**config.mk**
```make
export PLATFORM = sky130hd
export DESIGN_NAME = tdc_result_packer
export DESIGN_NICKNAME = d
export VERILOG_FILES = /design/src/rtl/tdc_pkg.sv /design/src/rtl/tdc_sync_fifo.sv /design/src/rtl/tdc_result_packer.sv
export SDC_FILE = /design/constraint.sdc
export NUM_CORES = 1
export LEC_CHECK = 0
export CORE_MARGIN = 1.5
export CORE_UTILIZATION = 51
export DETAILED_ROUTE_END_ITERATION = 10
export PLACE_DENSITY = 0.71
export SLEW_MARGIN = 5
export SYNTH_ARGS = -nofsm -noshare
export SYNTH_HDL_FRONTEND = slang
export SYNTH_SLANG_ARGS = --single-unit
```
**constraint.sdc**
```tcl
create_clock -name clk -period 3.3 [get_ports clk]
set_input_delay 0.66 -clock clk [delete_from_list [all_inputs] [get_ports clk]]
set_output_delay 0.66 -clock clk [all_outputs]
set_load 0.01 [all_outputs]
```
**src/rtl/tdc_pkg.sv**
```systemverilog
// Shared types, constants and checksum helper for the TDC result packer.
// A packet is the sync byte, the five measurement bytes (MSB first), then their XOR.
package tdc_pkg;

  localparam int         MEAS_W        = 40;
  localparam int         PKT_BYTES     = 7;
  localparam logic [7:0] SYNC_BYTE_DEF = 8'hA5;

  typedef enum logic {
    IDLE = 1'b0,
    SEND = 1'b1
  } tdc_state_e;

  function automatic logic [7:0] meas_chk(input logic [MEAS_W-1:0] m);
    return m[39:32] ^ m[31:24] ^ m[23:16] ^ m[15:8] ^ m[7:0];
  endfunction

endpackage

```
**src/rtl/tdc_sync_fifo.sv**
```systemverilog
// Synchronous FIFO with occupancy count; pointers wrap modulo DEPTH (power of two).
// A push into a full FIFO is accepted only when a pop happens in the same cycle.
module tdc_sync_fifo
  import tdc_pkg::*;
#(
  parameter int WIDTH = MEAS_W,
  parameter int DEPTH = 4,
  localparam int AW   = $clog2(DEPTH)
) (
  input  logic             clk,
  input  logic             rst_n,
  input  logic             push_i,
  input  logic [WIDTH-1:0] data_i,
  input  logic             pop_i,
  output logic [WIDTH-1:0] head_o,
  output logic [AW:0]      level_o,
  output logic             full_o,
  output logic             empty_o
);

  logic [WIDTH-1:0] mem_q [DEPTH];
  logic [AW-1:0]    wr_ptr_q, wr_ptr_d;
  logic [AW-1:0]    rd_ptr_q, rd_ptr_d;
  logic [AW:0]      level_q, level_d;
  logic             do_push, do_pop;

  assign full_o  = (level_q == (AW+1)'(DEPTH));
  assign empty_o = (level_q == '0);
  assign head_o  = mem_q[rd_ptr_q];
  assign level_o = level_q;

  assign do_pop  = pop_i && !empty_o;
  assign do_push = push_i && (!full_o || do_pop);

  always_comb begin
    wr_ptr_d = wr_ptr_q;
    rd_ptr_d = rd_ptr_q;
    level_d  = level_q;
    if (do_push) wr_ptr_d = wr_ptr_q + 1'b1;
    if (do_pop)  rd_ptr_d = rd_ptr_q + 1'b1;
    if (do_push && !do_pop)      level_d = level_q + 1'b1;
    else if (!do_push && do_pop) level_d = level_q - 1'b1;
  end

  always_ff @(posedge clk or negedge rst_n) begin
    if (!rst_n) begin
      wr_ptr_q <= '0;
      rd_ptr_q <= '0;
      level_q  <= '0;
    end else begin
      wr_ptr_q <= wr_ptr_d;
      rd_ptr_q <= rd_ptr_d;
      level_q  <= level_d;
    end
  end

  // Storage needs no reset: level/pointers define which entries are live.
  always_ff @(posedge clk) begin
    if (do_push) mem_q[wr_ptr_q] <= data_i;
  end

endmodule

```
**src/rtl/tdc_result_packer.sv**
```systemverilog
// Buffers TDC measurements and serialises each into a 7-byte framed packet
// on a byte-wide valid/ready stream; tracks measurements dropped on a full FIFO.
//
//   state | meaning
//   IDLE  | no packet in flight; pops the FIFO head as soon as one is present
//   SEND  | presenting packet byte idx_q on tx_data with tx_valid high
module tdc_result_packer
  import tdc_pkg::*;
#(
  parameter int         FIFO_DEPTH = 4,
  parameter logic [7:0] SYNC_BYTE  = SYNC_BYTE_DEF
) (
  input  logic                         clk,
  input  logic                         rst_n,
  input  logic [MEAS_W-1:0]            meas_in,
  input  logic                         meas_valid_in,
  output logic [7:0]                   tx_data,
  output logic                         tx_valid,
  input  logic                         tx_ready,
  input  logic                         clr_overflow,
  output logic                         overflow,
  output logic [7:0]                   drop_count,
  output logic [$clog2(FIFO_DEPTH):0]  fifo_level,
  output logic                         busy
);

  tdc_state_e        state_q, state_d;
  logic [MEAS_W-1:0] hold_q, hold_d;
  logic [7:0]        chk_q, chk_d;
  logic [2:0]        idx_q, idx_d;
  logic [7:0]        tx_data_q, tx_data_d;
  logic              tx_valid_q, tx_valid_d;
  logic              overflow_q, overflow_d;
  logic [7:0]        drop_cnt_q, drop_cnt_d;

  logic [MEAS_W-1:0] fifo_head;
  logic              fifo_full, fifo_empty;
  logic              pop, push, drop;

  function automatic logic [7:0] pkt_byte(input logic [2:0] idx,
                                          input logic [MEAS_W-1:0] m,
                                          input logic [7:0] c);
    case (idx)
      3'd0:    return SYNC_BYTE;
      3'd1:    return m[39:32];
      3'd2:    return m[31:24];
      3'd3:    return m[23:16];
      3'd4:    return m[15:8];
      3'd5:    return m[7:0];
      3'd6:    return c;
      default: return 8'h00;
    endcase
  endfunction

  assign pop  = (state_q == IDLE) && !fifo_empty;
  assign push = meas_valid_in && (!fifo_full || pop);
  assign drop = meas_valid_in && fifo_full && !pop;

  tdc_sync_fifo #(
    .WIDTH (MEAS_W),
    .DEPTH (FIFO_DEPTH)
  ) u_fifo (
    .clk     (clk),
    .rst_n   (rst_n),
    .push_i  (push),
    .data_i  (meas_in),
    .pop_i   (pop),
    .head_o  (fifo_head),
    .level_o (fifo_level),
    .full_o  (fifo_full),
    .empty_o (fifo_empty)
  );

  // The next byte is chosen one cycle early so tx_data/tx_valid come straight from flops.
  always_comb begin
    state_d    = state_q;
    hold_d     = hold_q;
    chk_d      = chk_q;
    idx_d      = idx_q;
    tx_data_d  = tx_data_q;
    tx_valid_d = tx_valid_q;
    case (state_q)
      IDLE: begin
        if (!fifo_empty) begin
          state_d    = SEND;
          hold_d     = fifo_head;
          chk_d      = meas_chk(fifo_head);
          idx_d      = 3'd0;
          tx_data_d  = SYNC_BYTE;
          tx_valid_d = 1'b1;
        end
      end
      SEND: begin
        if (tx_valid_q && tx_ready) begin
          if (idx_q == 3'(PKT_BYTES - 1)) begin
            state_d    = IDLE;
            idx_d      = 3'd0;
            tx_data_d  = 8'h00;
            tx_valid_d = 1'b0;
          end else begin
            idx_d     = idx_q + 3'd1;
            tx_data_d = pkt_byte(idx_q + 3'd1, hold_q, chk_q);
          end
        end
      end
      default: state_d = IDLE;
    endcase
  end

  // A drop in the clearing cycle still counts, so it restarts the count at 1.
  always_comb begin
    overflow_d = overflow_q;
    drop_cnt_d = drop_cnt_q;
    if (drop) begin
      overflow_d = 1'b1;
      if (clr_overflow)            drop_cnt_d = 8'd1;
      else if (drop_cnt_q != 8'hFF) drop_cnt_d = drop_cnt_q + 8'd1;
    end else if (clr_overflow) begin
      overflow_d = 1'b0;
      drop_cnt_d = 8'd0;
    end
  end

  always_ff @(posedge clk or negedge rst_n) begin
    if (!rst_n) begin
      state_q    <= IDLE;
      hold_q     <= '0;
      chk_q      <= '0;
      idx_q      <= '0;
      tx_data_q  <= '0;
      tx_valid_q <= 1'b0;
      overflow_q <= 1'b0;
      drop_cnt_q <= '0;
    end else begin
      state_q    <= state_d;
      hold_q     <= hold_d;
      chk_q      <= chk_d;
      idx_q      <= idx_d;
      tx_data_q  <= tx_data_d;
      tx_valid_q <= tx_valid_d;
      overflow_q <= overflow_d;
      drop_cnt_q <= drop_cnt_d;
    end
  end

  assign tx_data    = tx_data_q;
  assign tx_valid   = tx_valid_q;
  assign overflow   = overflow_q;
  assign drop_count = drop_cnt_q;
  assign busy       = (state_q == SEND);

endmodule
```
**Word level (Yosys, flattened, before mapping)**

Memories as Yosys holds them, arrays and structs flattened.
Cells that the tools add are included.

- Word-level logic and storage cells: 88
- Bits in writable memories: 160
- Bits in latches: 0
- Output and inout bits: 22
- Memory bits (read-only): 0
- Memories: 1
- Bits in registers: 77
- Input port bits: 45

- Order comparisons: 0
- Multiplexer cells: 27
- Bitwise operators: 6
- Equality and inequality tests: 12
- Div/mod/pow operators: 0
- $mul: 0
- $add $sub $neg: 6
- Reductions and logical operators: 25
- Shift operators: 0

Memories:

| name | depth | width | rd ports | clocked after Yosys merged registers in | wr ports | line | RTL |
|---|---|---|---|---|---|---|---|
| u_fifo.mem_q | 4 | 40 | 1 | 0 | 1 | tdc_sync_fifo.sv:21 | `logic [WIDTH-1:0] mem_q [DEPTH];` |

Operators with widths:

| kind | number |
|---|---|
| 8-bit 2-to-1 mux | 7 |
| 8-bit case mux with 7 select lines | 1 |
| 8-bit XOR | 4 |
| 8-bit case mux with 2 select lines | 1 |
| 3-bit equality test (second input constant) | 5 |
| 3-bit 2-to-1 mux | 5 |
| 1-bit 2-to-1 mux | 10 |
| 1-bit logical AND | 9 |
| 8-bit by 1-bit adder with 8-bit output (second input constant) | 1 |
| 8-bit != test (second input constant) | 1 |
| 3-bit by 1-bit adder with 3-bit output (second input constant) | 2 |
| 3-bit by 2-bit equality test with 1-bit output (second input constant) | 2 |
| 3-bit logical NOT | 2 |
| 3-bit case mux with 2 select lines | 1 |
| 2-bit AND reduction | 3 |
| 2-bit nonzero test | 3 |
| 1-bit logical NOT | 5 |
| 2-bit by 1-bit adder with 2-bit output (second input constant) | 2 |
| 2-bit by 1-bit != test with 1-bit output (second input constant) | 2 |
| 1-bit case mux with 2 select lines | 2 |
| 3-bit by 1-bit equality test with 1-bit output (second input constant) | 1 |
| 3-bit AND reduction | 1 |
| 3-bit by 1-bit subtractor with 3-bit output (second input constant) | 1 |
| 1-bit logical OR | 2 |
| other kinds (2) | 3 |

**Depth between registers and ports, before layout**

- Depth after elaboration: 10
- Depth in mapped cells: 10
- Gate-level depth less buffers: 9

**Modules after synthesis**

Synthesis repeated with hierarchy kept, for this count alone.

- Cell total of the unflattened synthesis: 633
- Area total of the unflattened synthesis: 9753.1 um^2

Modules (own cells, without submodules):

| module | area each (um^2) | cells an instance | sequential area each (um^2) | times used |
|---|---|---|---|---|
| tdc_sync_fifo | 6253.5 | 245 | 4979.8 | 1 |
| tdc_result_packer | 3499.6 | 388 | 1751.7 | 1 |

**Worst setup path before layout**

Ideal clock, no wire load.

- Kind: reg2reg
- Start point: register u_fifo.level_q[0], in the netlist u_fifo.level_o[0]
- End point: memory u_fifo.mem_q[0][0] (netlist bit), enable pin
- Arrival time: 2.100 ns
- Setup time: 0.401 ns
- Path slack: 0.798 ns
- Clock period less this slack: 2.502 ns
- Cell stages (with the launch flop): 5
- Data required time: 2.899 ns
- Path buffers: 1
- Cells stage by stage: dfrtp_1 > and4bb_2 > nor2b_1 > clkbuf_1 > and2_1

- Word-level cells in the longest chain between the ends: 8
- Elaborated cells on any way between the ends: 12
- Those cells by class: 1 x eq/ne; 2 x mux; 9 x reduce/logical

RTL lines:

| item | line | RTL |
|---|---|---|
| from (decl) | tdc_sync_fifo.sv:24 | `logic [AW:0] level_q, level_d;` |
| from (signal assigned) | tdc_sync_fifo.sv:53 | `level_q <= level_d;` |
| 3-bit logical NOT | tdc_sync_fifo.sv:28 | `assign empty_o = (level_q == '0);` |
| 1-bit logical NOT | tdc_sync_fifo.sv:32, tdc_result_packer.sv:55 |  |
| 1-bit logical AND | tdc_result_packer.sv:55 | `assign pop = (state_q == IDLE) && !fifo_empty;` |
| 1-bit logical OR or 1-bit logical AND (tied branches) | tdc_result_packer.sv:56, tdc_sync_fifo.sv:32 |  |
| 1-bit logical AND or 1-bit logical OR (tied branches) | tdc_result_packer.sv:56, tdc_sync_fifo.sv:33 |  |
| 1-bit logical AND (*) | tdc_sync_fifo.sv:33 | `assign do_push = push_i && (!full_o \|\| do_pop);` |
| via u_fifo.do_push | tdc_sync_fifo.sv:25 | `logic do_push, do_pop;` |
| 1-bit 2-to-1 mux (*) | tdc_sync_fifo.sv:59 | `if (do_push) mem_q[wr_ptr_q] <= data_i;` |
| 1-bit 2-to-1 mux (not written as such) (*) | tdc_sync_fifo.sv:59 |  |
| to (decl) | tdc_sync_fifo.sv:21 |  |

The timed path passes the listed nets; every way through them passes the cells marked *.

**Final worst setup path**

- Start point: register u_fifo.rd_ptr_q[0]
- End point: register chk_q[5]

- Word-level cells in the longest chain between the ends: 5

RTL lines:

| item | line | RTL |
|---|---|---|
| from (decl) | tdc_sync_fifo.sv:23 | `logic [AW-1:0] rd_ptr_q, rd_ptr_d;` |
| from (signal assigned) | tdc_sync_fifo.sv:52 | `rd_ptr_q <= rd_ptr_d;` |
| memory 4 x 40 bit (*) | - |  |
| 8-bit XOR (3 in a row) | tdc_pkg.sv:15 | `return m[39:32] ^ m[31:24] ^ m[23:16] ^ m[15:8] ^ m[7:0];` |
| 8-bit XOR (*) | tdc_pkg.sv:15 |  |
| to (signal assigned) | tdc_result_packer.sv:137 | `chk_q <= chk_d;` |
| to (decl) | tdc_result_packer.sv:29 | `logic [7:0] chk_q, chk_d;` |

Mark *: on every way between the ends. The rest lies on a longest branch, timed or not.
A chain may end at the register's enable or synchronous reset.

==> qor.yml <==
floorplanning:
  placementRows: 50
  die_area_mm2: 0.0200
  die_h_um: 141
  pin_count: 67
  start_util: 0.521
  die_w_um: 141
  coreArea_mm2: 0.0187
synthesis:
  synthMuxAreaShare: 0.116
  yosysTopAreaCellShare: 0.493
  seq_area_frac_synth: 0.690
  synth-edff-count: 160
  synth.largest_area_cell: "edfxtp_1"
  syn-cell-area_mm2: 0.00975
  synthArstFlopShare: 0.325
  synth_xor_area_frac: 0.0453
  ys_top_cells_by_area: "edfxtp_1 (49%), dfrtp_1 (20%), mux4_2 (7.2%)"
  synth_compound_area_frac: 0.0387
  ys_types: 52
  synth_seq_cells: 237
  yosys_most_used_dff: "edfxtp_1"
  avgSynthCellArea_um2: 15.9
  synthesis.nets: 665
  ys.warnings.count: 0
  synthSimpleGateAreaFrac: 0.0785
  synth_adder_area_share: 0.00975
  syn-instance-count: 613
  synth_top_family_by_area: "multiplexers"
clock_network:
  clock-sinks: 237
  cts_tree: "yes"
  postCtsHoldBufs: 0
  clk_pin_slew_worst_paths_ns: 0.06
  post_cts_buffers: 0
  clk-insertion-delay-late_ns: 0.51
  cts.repair.resized: 0
  cts_max_level: 1
  clock_path_buffers: 3
  root_buffer: "clkbuf_16"
  numCtsBuffers: 25
finish:
  final_common_cell: "edfxtp_1"
  drive_above_1_share: 0.142
  antenna_cells: 0
  postLayoutCoreUtil: 0.616
  finalInstanceArea_mm2: 0.0115
  final_nets: 741
  n_fill_cell: 1366
  syn_to_final_growth_pct: 18.2
  final_cell_mix: "edfxtp_1 (160), nand2_1 (138), dfrtp_1 (76)"
sta:
  finalCritPeriodShare: 0.709
  clock_skew_ns: 0.0142
  slew_headroom: 0.363
  finalSetupTns_ns: 0
  max_freq_ghz: 0.427
  tightest_slew_ns: 0.956
  rsz0062_at_grt: "no"
  drv_slew: 0
  finalWorstPathRequiredPeriod_ns: 2.34
  setup_violations: 0
  hold_viol_final: 0
detailed_routing:
  dr_total_vias: 5264
  drc: 0
  first_pass_iters: 4
  routedWlPerCell_um: 19.3
  viasPerCell: 5.61
  drt-total-wl_mm: 18.1
  drt_iter0_markers: 293
  ant_nets: 0
critical_path:
  start_kind: "register"
  critPathTopFamily: "flip-flops"
  path_buf_inv: 1
  cp_slowest_cell: "dfrtp_2"
  cpPeakStageDelay_ns: 0.69
  endpoint_kind: "register"
  cp_max_fo: 23
  critPathKind: "reg -> reg"
  crit_path_cell_trace: "buf_12, mux4_1, xnor3_1, xnor2_1, o21ai_1"
  crit_arrival_ns: 2.71
  cp.required_ns: 3.67
grt:
  grt_max_degree: 78
  grt_usage: 0.195
  grt_first_pass_wirelength_mm: 29.9
  grt_pass1_vias: 5528
  globalRoute.totalOverflow: 0
  antenna_found_initial: 0
placed_design:
  port_buffers: 66
  postPlaceCellArea_mm2: 0.0107
  gp_congestion: 0.782
  place_hpwl_mm: 11.2
worst_hold_path:
  hp-class: "in -> async"
status:
  outcome: "finished clean"
run:
  cap_violations: 0
pwr:
  cellPowerDensity_mw_per_mm2: 912
  cellLeakagePower_nw: 4.40
  power_mw: 10.5
  peakVddDrop_mv: 0.516
flip-flops by register name, indices dropped and copies added, names as in the netlist, 2 cells and up:
| name | count |
|---|---|
| tx_data | 8 |
| u_fifo.level_o | 3 |
| idx_q | 3 |
| u_fifo.mem_q | 160 |
| hold_q | 40 |
| u_fifo.wr_ptr_q | 2 |
| u_fifo.rd_ptr_q | 2 |
| chk_q | 8 |
| drop_count | 8 |
cells by family (layout without fill, tap and decap cells):
kind of cell,count (synthesis),count (layout)
buf+inv,41,133
simple gates,181,181
compound gates,59,59
flops,237,237
mux,57,57
fa+ha+maj,7,7
xor+xnor,31,31
per-stage QoR:
stage	std cells	setup slack [ns]	hold slack (ns)
floorplan	613	0.798	0.364
global placement	896	0.679	0.458
detailed placement	896	0.605	0.463
CTS	939	0.902	0.330
global route	939	0.790	0.382
finish	939	0.961	0.295
worst paths after layout:
| kind | from | endpoint | slack (ns) | cells after the start |
|---|---|---|---|---|
| worst max-delay path | u_fifo.rd_ptr_q[0] | chk_q[5] | 0.96 | 5 |
| max in group asynchronous | rst_n | u_fifo.rd_ptr_q[0] | 2.33 | 1 |
| worst min register to register | hold_q[7] | hold_q[7] | 0.48 | 2 |
| worst min-delay path | rst_n | overflow | 0.30 | 1 |
| worst max register to register | u_fifo.rd_ptr_q[0] | chk_q[5] | 0.96 | 5 |
| min in group clk | hold_q[7] | hold_q[7] | 0.48 | 2 |
power breakdown:
| group | switching [mW] | total, mW | internal [mW] |
|---|---|---|---|
| Combinational | 1.59 | 3.29 | 1.70 |
| Sequential | 0.426 | 4.40 | 3.97 |
| Clock | 1.08 | 2.82 | 1.74 |
layer usage:
metal / vias up / wire, µm / GRT usage
li1: 2434 / - / -
met5: - / 0 / 0
met4: 0 / 338 / 0.0587
met2: 132 / 9030 / 0.327
met3: 23 / 819 / 0.0310
met1: 2675 / 7950 / 0.268
cell type report:
class,count,area [µm²],area share
Sequential cell,237,6730,0.584
Inverter,13,48.8,0.00423
Clock inverter,11,161,0.0140
Tap cell,234,293,0.0254
Multi-Input combinational cell,335,2820,0.244
Timing Repair Buffer,77,803,0.0697
Clock buffer,32,672,0.0583
cells in the mapped netlist (3+ instances only):
master and count:
nor2_1 10, mux2_2 4, xnor3_1 8, nand4_1 3
xnor2_1 12, o21ai_0 12, xnor2_2 8, buf_1 4
nand3_1 5, buf_2 5, mux4_2 31, edfxtp_1 160
o31ai_1 3, ha_1 6, o21ai_1 11, nor2b_1 4
nand2_1 138, clkbuf_1 14, mux2i_1 11, xor2_1 3
inv_1 11, and2_1 4, mux4_1 10, dfrtp_1 77
or3_1 5, a21oi_1 11, o22ai_1 3, and3_1 3
Power figures use the tool's default switching activity.
